## src/rtl/if_fetch_unit_if.sv

```systemverilog
// if_fetch_unit_if: instruction-memory request/response bus between the fetch unit and memory
// master (fetch unit): drives req/addr, samples gnt and the in-order rvalid/rdata response
// slave (memory): samples req/addr, drives gnt, rvalid, rdata
interface if_fetch_unit_if #(
   parameter int PC_W    = 22,
   parameter int INSTR_W = 32
);
   logic               req;
   logic [PC_W-1:0]    addr;
   logic               gnt;
   logic               rvalid;
   logic [INSTR_W-1:0] rdata;
   modport master (output req, addr, input gnt, rvalid, rdata);
   modport slave  (input req, addr, output gnt, rvalid, rdata);
endinterface

```

## src/rtl/if_fetch_unit.sv

```systemverilog
// if_fetch_unit: fetch stage owning the PC, issuing single-outstanding imem requests into an IF/ID buffer
// clk, rst_n (async, active-low); hlt/stall/flush pipeline controls; br_target redirect address
// im: imem bus (master); IF_instr/IF_PC/IF_valid: buffered instruction, zero (NOP) when not valid
module if_fetch_unit #(
   parameter int              PC_W     = 22,
   parameter int              INSTR_W  = 32,
   parameter logic [PC_W-1:0] RESET_PC = '0
) (
   input  logic               clk,
   input  logic               rst_n,
   input  logic               hlt,
   input  logic               stall,
   input  logic               flush,
   input  logic [PC_W-1:0]    br_target,
   if_fetch_unit_if.master    im,
   output logic [INSTR_W-1:0] IF_instr,
   output logic [PC_W-1:0]    IF_PC,
   output logic               IF_valid
);
   typedef enum logic [1:0] {REQ, WAIT, HOLD, DRAIN} state_t;
   state_t             state, state_n;
   logic [PC_W-1:0]    fetch_pc, pc_n, buf_pc;
   logic [INSTR_W-1:0] buf_instr;
   logic               acc, cap;
   // rst_n gates the request so nothing is issued while reset is held
   assign im.req   = rst_n && state == REQ && !hlt;
   assign im.addr  = im.req ? fetch_pc : '0;
   assign acc      = im.req && im.gnt;
   assign IF_valid = state == HOLD;
   assign IF_instr = IF_valid ? buf_instr : '0;
   assign IF_PC    = IF_valid ? buf_pc : '0;
   always_comb begin
      state_n = state;
      pc_n    = fetch_pc;
      cap     = 1'b0;
      case (state)
         REQ: begin
            // an address accepted in the flush cycle still owes a response, which must be drained
            if (flush) begin
               pc_n    = br_target;
               state_n = acc ? DRAIN : REQ;
            end else if (acc) state_n = WAIT;
         end
         WAIT: begin
            if (flush) begin
               pc_n    = br_target;
               state_n = im.rvalid ? REQ : DRAIN;
            end else if (im.rvalid) begin
               cap     = 1'b1;
               pc_n    = fetch_pc + 1'b1;
               state_n = HOLD;
            end
         end
         HOLD: begin
            if (flush) begin
               pc_n    = br_target;
               state_n = REQ;
            end else if (!stall && !hlt) state_n = REQ;
         end
         default: begin
            if (flush) pc_n = br_target;
            if (im.rvalid) state_n = REQ;
         end
      endcase
   end
   always_ff @(posedge clk or negedge rst_n) begin
      if (!rst_n) begin
         state     <= REQ;
         fetch_pc  <= RESET_PC;
         buf_instr <= '0;
         buf_pc    <= '0;
      end else begin
         state    <= state_n;
         fetch_pc <= pc_n;
         if (cap) begin
            buf_instr <= im.rdata;
            buf_pc    <= fetch_pc;
         end
      end
   end
endmodule

```

## src/flat_wrapper.sv

```systemverilog
// flat-port wrapper written by rule: the top's interface ports become plain ports
module if_fetch_unit_flat 
#(
   parameter int              PC_W     = 22,
   parameter int              INSTR_W  = 32,
   parameter logic [PC_W-1:0] RESET_PC = '0
)
  (clk, rst_n, hlt, stall, flush, br_target, IF_instr, IF_PC, IF_valid, im_req, im_addr, im_gnt, im_rvalid, im_rdata);
  if_fetch_unit_if #(.PC_W(PC_W), .INSTR_W(INSTR_W)) im_i ();
  input  logic clk;
  input  logic rst_n;
  input  logic hlt;
  input  logic stall;
  input  logic flush;
  input  logic [PC_W-1:0] br_target;
  output logic [INSTR_W-1:0] IF_instr;
  output logic [PC_W-1:0] IF_PC;
  output logic IF_valid;
  output wire logic [$bits(im_i.req)-1:0] im_req;
  output wire logic [$bits(im_i.addr)-1:0] im_addr;
  input wire logic [$bits(im_i.gnt)-1:0] im_gnt;
  input wire logic [$bits(im_i.rvalid)-1:0] im_rvalid;
  input wire logic [$bits(im_i.rdata)-1:0] im_rdata;
  assign im_req = im_i.req;
  assign im_addr = im_i.addr;
  assign im_i.gnt = im_gnt;
  assign im_i.rvalid = im_rvalid;
  assign im_i.rdata = im_rdata;
  if_fetch_unit #(.PC_W(PC_W), .INSTR_W(INSTR_W), .RESET_PC(RESET_PC)) u_core (.clk(clk), .rst_n(rst_n), .hlt(hlt), .stall(stall), .flush(flush), .br_target(br_target), .im(im_i), .IF_instr(IF_instr), .IF_PC(IF_PC), .IF_valid(IF_valid));
endmodule
```

## config.mk

```make
export PLATFORM = sky130hd
export DESIGN_NAME = if_fetch_unit_flat
export DESIGN_NICKNAME = d
export VERILOG_FILES = /design/src/rtl/if_fetch_unit_if.sv /design/src/rtl/if_fetch_unit.sv /design/src/flat_wrapper.sv
export SDC_FILE = /design/constraint.sdc
export NUM_CORES = 1
export LEC_CHECK = 0
export ABC_AREA = 0
export CORE_ASPECT_RATIO = 1.2
export CORE_MARGIN = 1
export CORE_UTILIZATION = 40
export CTS_CLUSTER_DIAMETER = 40
export CTS_CLUSTER_SIZE = 12
export DETAILED_ROUTE_END_ITERATION = 7
export PLACE_DENSITY = 0.72
export SLEW_MARGIN = 20
export SYNTH_ARGS = -nofsm -noshare
export SYNTH_HDL_FRONTEND = slang
export SYNTH_SLANG_ARGS = --single-unit
```

## constraint.sdc

```tcl
create_clock -name clk -period 2.55 [get_ports clk]
set_input_delay 0.3825 -clock clk [delete_from_list [all_inputs] [get_ports clk]]
set_output_delay 0.3825 -clock clk [all_outputs]
set_load 0.02 [all_outputs]
```

**Word-level counts from Yosys, hierarchy flattened**

Cells that the tools add are included.

- Register bits after elaboration: 78
- Input bits: 61
- Output and inout bits: 78
- Word-level logic and storage cells: 42

- Add/sub/neg operators: 1
- Equal/unequal tests: 5
- Muxes and demuxes: 20
- Reduce and logical (&&, ||, !) cells: 12

Operators by type and width:

| operator | count |
|---|---|
| 22-bit two-way mux | 6 |
| 32-bit two-way mux | 1 |
| 22-bit by 1-bit adder with 22-bit output (second input constant) | 1 |
| 2-bit two-way mux | 9 |
| 3-bit != test (second input constant) | 2 |
| 2-bit one-hot mux with 3 select lines | 1 |
| 1-bit logical AND | 4 |
| 4-bit AND reduction | 1 |
| 2-bit nonzero test | 2 |
| 4-bit nonzero test | 1 |
| 1-bit two-way mux | 3 |
| 3-bit by 2-bit != test with 1-bit output (second input constant) | 1 |
| 2-bit by 1-bit equality test with 1-bit output (second input constant) | 1 |
| 2-bit equality test (second input constant) | 1 |
| 1-bit logical NOT | 2 |
| 2-bit logical NOT | 1 |
| 2-bit AND reduction | 1 |

**Depth between registers and ports, before layout**

Gate-level depths: netlist of run 1.

- Depth in word-level cells: 7
- Depth in mapped cells: 6
- Gate-level depth less buffers: 5

**Least setup slack after synthesis of run 1**

No wires, ideal clock.

- Path type: register to output
- From: register u_core.state[1]
- To: output port im_addr[13]
- Arrival time: 1.697 ns
- Data required time: 2.168 ns
- Path slack: 0.471 ns
- Stages on the path, launching flop included: 4
- Buffers on the path: 1
- Cells stage by stage: dfrtp_1 -> nor4b_1 -> clkbuf_1 -> and2_1

- Cells in the longest elaborated chain, start to end: 4

RTL lines:

| item | RTL line | source |
|---|---|---|
| from (decl) | if_fetch_unit.sv:21 | `state_t state, state_n;` |
| from (signal assigned) | if_fetch_unit.sv:73 | `state <= state_n;` |
| 2-bit logical NOT | if_fetch_unit.sv:26 | `assign im.req = rst_n && state == REQ && !hlt;` |
| 1-bit logical AND (2 in a row) | if_fetch_unit.sv:26 |  |
| via im_req | flat_wrapper.sv:19 | `output wire logic [$bits(im_i.req)-1:0] im_req;` |
| 22-bit two-way mux | if_fetch_unit.sv:27 | `assign im.addr = im.req ? fetch_pc : '0;` |
| to (decl) | flat_wrapper.sv:20 | `output wire logic [$bits(im_i.addr)-1:0] im_addr;` |

The timed path passes the listed nets, and every way through them passes these cells.

**Worst setup path after layout of run 1**

- From: register u_core.state[1]
- To: output port im_addr[16]

- Cells in the longest elaborated chain, start to end: 4

RTL lines:

| item | RTL line |
|---|---|
| 2-bit logical NOT | if_fetch_unit.sv:26 |
| 1-bit logical AND (2 in a row) | if_fetch_unit.sv:26 |
| 22-bit two-way mux | if_fetch_unit.sv:27 |

Every way passes these cells.

==> flow_metrics.py, run 1 <==
metrics = {
    "run_status": {
        "outcome": "complete, no violations",
    },
    "power_and_ir_drop": {
        "p_leak_nw": 2.74,
        "comb_power_share": 0.264,
        "power_density_nw_per_um2": 744,
        "power_switching_mw": 1.19,
        "finalPower_mw": 4.43,
        "p_seq_frac": 0.424,
        "swShare": 0.269,
        "power_frac_clock": 0.312,
        "p_int_mw": 3.24,
        "ir_drop_mv": 0.374,
    },
    "die": {
        "die_h_um": 112,
        "start_util": 0.416,
        "die_area_um2": 10400,
        "io-pin-count": 139,
        "die_w_um": 93.5,
        "core_um2": 9660,
        "rows": 39,
    },
    "timing": {
        "tightest_slew_ps": 573,
        "hold_violations": 0,
        "rsz0062_at_grt": "false",
        "setup_viol": 0,
        "fin_crit_ps": 2450,
        "achievable-frequency_mhz": 409,
        "drv_slew": 0,
        "min_period_over_period": 0.959,
        "hold_slack_ps": 120,
        "final.setup.tns_ps": 0,
        "relSlewSlack": 0.618,
        "fin_worst_skew_ps": 5.05,
        "setup_ws_ps": 104,
    },
    "placement": {
        "dpl.hpwl_um": 6970,
        "numPortBuffers": 138,
        "post-place-ws_ps": 66.6,
        "finalWeightedCongestion": 0.755,
        "placed_cell_area_um2": 5590,
        "place_inst": 621,
    },
    "synthesis": {
        "synth_top_area_frac": 0.486,
        "synth_area_um2": 4020,
        "syn_inst": 373,
        "synth.avg_cell_area_um2": 10.8,
        "yosys-top-cells-area": "dfrtp_1 49%, mux2_2 15%, and2_1 12%",
        "synth_nets": 435,
        "synthFlopType": "dfrtp_1",
        "yosysTopAreaCell": "dfrtp_1",
        "synth_seq_cells": 78,
        "synth_warnings": 0,
        "async_flop_share": 1.00,
        "synth-seq-area-share": 0.486,
        "netlist-cell-type-count": 44,
        "synth_edf_count": 0,
    },
    "critical_path": {
        "end_kind": "output pin",
        "cp.arrival_ps": 2060,
        "critPathSlowestCell": "clkdlybuf4s50_1",
        "r2r_cells": 4,
        "r2r_slack_ps": 620,
        "cp_cell_sequence": "nor4b_2 > buf_4 > and2_1 > clkdlybuf4s50_1",
        "path_class": "flip-flop to output pin",
        "cp_top_family": "buffers and inverters",
        "crit_buf_inv": 2,
        "path_depth": 4,
        "r2r-end": "u_core.fetch_pc[17]",
        "r2r-start": "u_core.fetch_pc[3]",
        "worstPathRequired_ps": 2170,
        "cp_max_fo": 11,
        "start_kind": "flip-flop",
        "max_stage_delay_ps": 600,
    },
    "worst_hold_path": {
        "hp-class": "input port to asynchronous set/reset pin",
    },
    "clock_network": {
        "cts_buffer_depth": 2,
        "clk-insertion-delay-late_ps": 330,
        "ctsHtreeMaxLevel": 3,
        "cts_buffers": 9,
        "cts.reportedPaths.clkPinSlew_ps": 60,
        "root_buffer": "clkbuf_16",
        "cts_tree": "yes",
        "clock-sinks": 78,
    },
    "flow_run": {
        "cap_violations": 0,
    },
    "global_route": {
        "antenna_found_initial": 0,
        "grt_max_degree": 54,
        "gr-total-overflow": 0,
        "grt_first_pass_wirelength_um": 16200,
        "grtUsageTotal": 0.199,
        "grt_pass1_vias": 3304,
    },
    "finish": {
        "nets": 571,
        "regArea_um2": 1950,
        "synthToLayoutAreaGrowth_pct": 48.3,
        "multi_input_area_um2": 1960,
        "final_cell_count_no_fill": 636,
        "fillers": 799,
        "final_cell_mix": "119 x clkdlybuf4s50_1, 77 x dfrtp_1, 75 x and2_1",
        "layout-drive-gt1-share": 0.185,
        "finalInstanceArea_um2": 5960,
        "utilization": 0.616,
        "n_antenna_cell": 0,
        "final_common_cell": "clkdlybuf4s50_1",
    },
    "routing": {
        "antenna_left": 0,
        "drc": 0,
        "num_vias": 3216,
        "wl_per_cell_um": 15.4,
        "wl_um": 9800,
        "drt-pass1-iter-count": 4,
        "via_per_inst": 5.06,
        "dr.first_iter.drc_count": 103,
    },
}
[registers in the layout, indices dropped and copies added, names as in the netlist]
register	count
u_core.fetch_pc	22
u_core.state	2
u_core.buf_pc	22
u_core.buf_instr	32
[routing by layer]
| metal | GRT usage | share of wire |
|---|---|---|
| met4 | 0.0851 | 0.020 |
| met3 | 0.0417 | 0.066 |
| met5 | 0 | 0 |
| met2 | 0.321 | 0.47 |
| met1 | 0.258 | 0.45 |
[cell usage after synthesis, types with 2 or more instances]
cell type / n
dfrtp_1: 78
and2_1: 75
mux2_2: 54
nand2_1: 21
clkbuf_1: 20
nor2_1: 18
o21ai_0: 11
nand3_1: 10
nor3_1: 7
buf_2: 6
mux2i_1: 6
xnor2_1: 6
inv_1: 5
nand4_1: 5
nor2b_1: 4
nor4_1: 4
a21oi_1: 3
a221o_1: 3
a31oi_1: 3
nor3b_1: 3
a211o_1: 2
a22oi_1: 2
a31o_2: 2
and3_1: 2
and4_1: 2
nand4_4: 2
xor2_1: 2
[what timing repair did]
| item | in CTS | in global routing |
|---|---|---|
| buffers inserted | 0 | 0 |
| setup endpoints to repair | 0 | 18 |
| hold buffers | 0 | 0 |
| gates resized for setup | 0 | 19 |
[worst register-to-register path, cell delays in order (launching register included)]
cell	delay [ps]
dfrtp_1	510
nand4_4	210
or4_4	550
or4_1	420
a31oi_1	170
[worst max-delay path by stage]
| stage | startpoint | endpoint | slack, ps |
|---|---|---|---|
| 2_1_floorplan | u_core.state[1] | im_addr[13] | 470 |
| 3_3_place_gp | hlt | im_addr[9] | 90 |
| 3_5_place_dp | hlt | im_addr[9] | 70 |
| 4_1_cts | u_core.state[0] | im_addr[9] | 20 |
| 5_1_grt | u_core.state[1] | IF_PC[0] | 10 |
| 6_report | u_core.state[1] | im_addr[16] | 100 |
[power groups by stage]
stage / Sequential (mW) / Clock (mW) / Combinational (mW)
floorplan: 1.81 / 0 / 0.741
global placement: 1.88 / 0 / 1.16
detailed placement: 1.91 / 0 / 1.19
CTS: 1.88 / 1.41 / 1.20
global route: 1.95 / 1.47 / 1.28
finish: 1.88 / 1.38 / 1.17
[cell type report]
class,instances,area share
Timing Repair Buffer,151,0.260
Inverter,5,0.00315
Clock inverter,4,0.0118
Sequential cell,78,0.328
Tap cell,123,0.0258
Multi-Input combinational cell,264,0.329
Clock buffer,11,0.0424
[logic make-up (layout without fill, tap and decap cells)]
family / after synthesis / in the layout / share of synthesized area
mux: 60 / 60 / 0.166
simple gates: 162 / 162 / 0.240
buf+inv: 31 / 171 / 0.0309
fa+ha+maj: 1 / 1 / 0.00312
flops: 78 / 78 / 0.486
compound gates: 33 / 33 / 0.0564
xor+xnor: 8 / 8 / 0.0175
No activity file was read; power rests on OpenSTA's default activity.
==> run 2, diff against run 1 <==
--- a/config.mk
+++ b/config.mk
@@ -7,13 +7,13 @@
 export LEC_CHECK = 0
 export ABC_AREA = 0
 export CORE_ASPECT_RATIO = 1.2
-export CORE_MARGIN = 1
+export CORE_MARGIN = 4
 export CORE_UTILIZATION = 40
 export CTS_CLUSTER_DIAMETER = 40
 export CTS_CLUSTER_SIZE = 12
 export DETAILED_ROUTE_END_ITERATION = 7
 export PLACE_DENSITY = 0.72
-export SLEW_MARGIN = 20
+export SLEW_MARGIN = 30
 export SYNTH_ARGS = -nofsm -noshare
 export SYNTH_HDL_FRONTEND = slang
 export SYNTH_SLANG_ARGS = --single-unit
==> run 2 against run 1 <==
Sequential share of layout area barely moved. Maximum frequency fell by 1.0%. Sequential power barely moved. Hold slack got worse by 62 ps. Wire length rose by 4.6%. Combinational power barely moved. Clock power fell by 6%. Clock skew rose by 2.2 ps. Design area barely moved.
==> flow_metrics.py, run 2 (synthesis results as in run 1) <==
metrics = {
    "clock_network": {
        "cts_tree": "yes",
        "cts_buffer_depth": 2,
        "clock-sinks": 78,
        "clk-insertion-delay-late_ps": 330,
        "ctsHtreeMaxLevel": 3,
        "cts_hold_repair.buffers": 0,
        "cts.reportedPaths.clkPinSlew_ps": 60,
        "cts_buffers": 9,
        "root_buffer": "clkbuf_16",
    },
    "finish": {
        "final_cell_mix": "121 x clkdlybuf4s50_1, 76 x dfrtp_1, 75 x and2_1",
        "largest_register_ffs": 32,
        "fillers": 784,
        "top_regs": "u_core.buf_instr: 32 flops, u_core.buf_pc: 22 flops, u_core.fetch_pc: 22 flops",
        "final_common_cell": "clkdlybuf4s50_1",
        "nets": 573,
        "final_cell_count_no_fill": 639,
        "n_antenna_cell": 0,
        "largest-register": "u_core.buf_instr",
        "synthToLayoutAreaGrowth_pct": 48.4,
        "utilization": 0.617,
        "layout-drive-gt1-share": 0.192,
    },
    "timing": {
        "drv_slew": 0,
        "relSlewSlack": 0.533,
        "rsz0062_at_grt": "false",
        "fin_crit_ps": 2470,
        "setup_viol": 0,
        "tightest_slew_ps": 700,
        "fin_worst_skew_ps": 7.23,
        "achievable-frequency_mhz": 405,
        "setup_ws_ps": 79.2,
        "min_period_over_period": 0.969,
        "final.setup.tns_ps": 0,
        "hold_violations": 0,
    },
    "critical_path": {
        "path_class": "input port to output pin",
        "setup.worst_path.start": "hlt",
        "cp.arrival_ps": 2090,
        "worstPathRequired_ps": 2170,
        "critPathSlowestCell": "clkdlybuf4s50_1",
        "r2r-end": "u_core.fetch_pc[17]",
        "r2r_cells": 4,
        "start_kind": "input port",
        "endpoint": "im_addr[21]",
        "r2r-start": "u_core.fetch_pc[3]",
        "cp_cell_sequence": "clkdlybuf4s50_1 > nor4b_4 > buf_6 > and2_1 > clkdlybuf4s50_1",
        "max_stage_delay_ps": 600,
        "path_common_cell": "clkdlybuf4s50_1",
        "end_kind": "output pin",
        "r2r_slack_ps": 630,
        "cp_max_fo": 14,
    },
    "routing": {
        "drc": 0,
        "drt-pass1-iter-count": 4,
        "num_vias": 3275,
        "antenna_left": 0,
        "wl_um": 10300,
        "via_per_inst": 5.13,
        "dr.first_iter.drc_count": 128,
        "wl_per_cell_um": 16.0,
    },
    "global_route": {
        "grt_pass1_vias": 3255,
        "use_met1": 0.239,
        "antenna_found_initial": 0,
        "grtUsageTotal": 0.179,
        "gr-total-overflow": 0,
        "busiest_layer": "met2",
        "use_met2": 0.286,
        "grt_use_met3": 0.0403,
        "grt_max_degree": 56,
        "grt_first_pass_wirelength_um": 16800,
    },
    "die": {
        "die_area_um2": 11700,
        "die_h_um": 118,
        "start_util": 0.416,
        "rows": 39,
        "die_w_um": 99.5,
        "core_um2": 9660,
        "io-pin-count": 139,
    },
    "placement": {
        "post-place-ws_ps": 49.9,
        "place_inst": 622,
        "dpl.hpwl_um": 7430,
        "numPortBuffers": 138,
        "finalWeightedCongestion": 0.765,
    },
    "power_and_ir_drop": {
        "ir_drop_mv": 0.439,
        "p_leak_nw": 2.67,
        "power_density_nw_per_um2": 733,
        "finalPower_mw": 4.37,
    },
    "worst_hold_path": {
        "hp-class": "input port to asynchronous set/reset pin",
    },
    "flow_run": {
        "cap_violations": 0,
    },
    "run_status": {
        "outcome": "complete, no violations",
    },
}
## run 2: cell types whose count changed in the layout (fill, tap and decap cells not counted), moves of 2 or more
cell             previous run  this run
clkdlybuf4s50_1           119       121
clkinvlp_4                  0         3
dlymetal6s2s_1             18        14
dlygate4sd2_1               0         2
## run 2: final cells by class
class                   count  area, µm²  area share
well taps                 123        154      0.0258
clock inverters             5       57.6     0.00966
multi-input cells         264       1970       0.330
inverters                   5       18.8     0.00315
clock buffers              11        253      0.0424
flip-flops and latches     78       1950       0.328
repair buffers            153       1550       0.261
## run 2: worst max-delay path, delay by kind of cell
family / cells / cell delay [ps]
simple gates: 2 / 420
buf+inv: 3 / 1280
## run 2: through the flow
step | hold slack [ps] | cell area, µm²
6_report | 58.3 | 5960
5_1_grt | 89.1 | 5960
4_1_cts | 61.8 | 5910
3_5_place_dp | 423 | 5590
3_3_place_gp | 425 | 5590
2_1_floorplan | 86.9 | 4020
## run 2: worst min path at each step
| stage | startpoint | endpoint | slack [ps] |
|---|---|---|---|
| 2_1_floorplan | rst_n | u_core.buf_instr[0] | 90 |
| 3_3_place_gp | rst_n | u_core.fetch_pc[1] | 420 |
| 3_5_place_dp | rst_n | u_core.buf_pc[1] | 420 |
| 4_1_cts | rst_n | u_core.fetch_pc[2] | 60 |
| 5_1_grt | rst_n | u_core.fetch_pc[2] | 90 |
| 6_report | rst_n | u_core.fetch_pc[1] | 60 |
## run 2: metal layers
| metal | up-vias | routed length (µm) |
|---|---|---|
| li1 | 1566 | - |
| met1 | 1583 | 4670 |
| met2 | 113 | 4790 |
| met3 | 13 | 641 |
| met4 | 0 | 141 |
| met5 | - | 0 |
## run 2: what timing repair did
item | in CTS | in global routing
pin swaps | 0 | 0
gates resized for setup | 2 | 18
buffers inserted | 1 | 0
setup endpoints to repair | 20 | 21
## run 2: where the power goes
part | switching [mW] | internal, mW | total (mW)
sequential | 0.228 | 1.65 | 1.88
clock | 0.496 | 0.809 | 1.30
combinational | 0.489 | 0.697 | 1.19
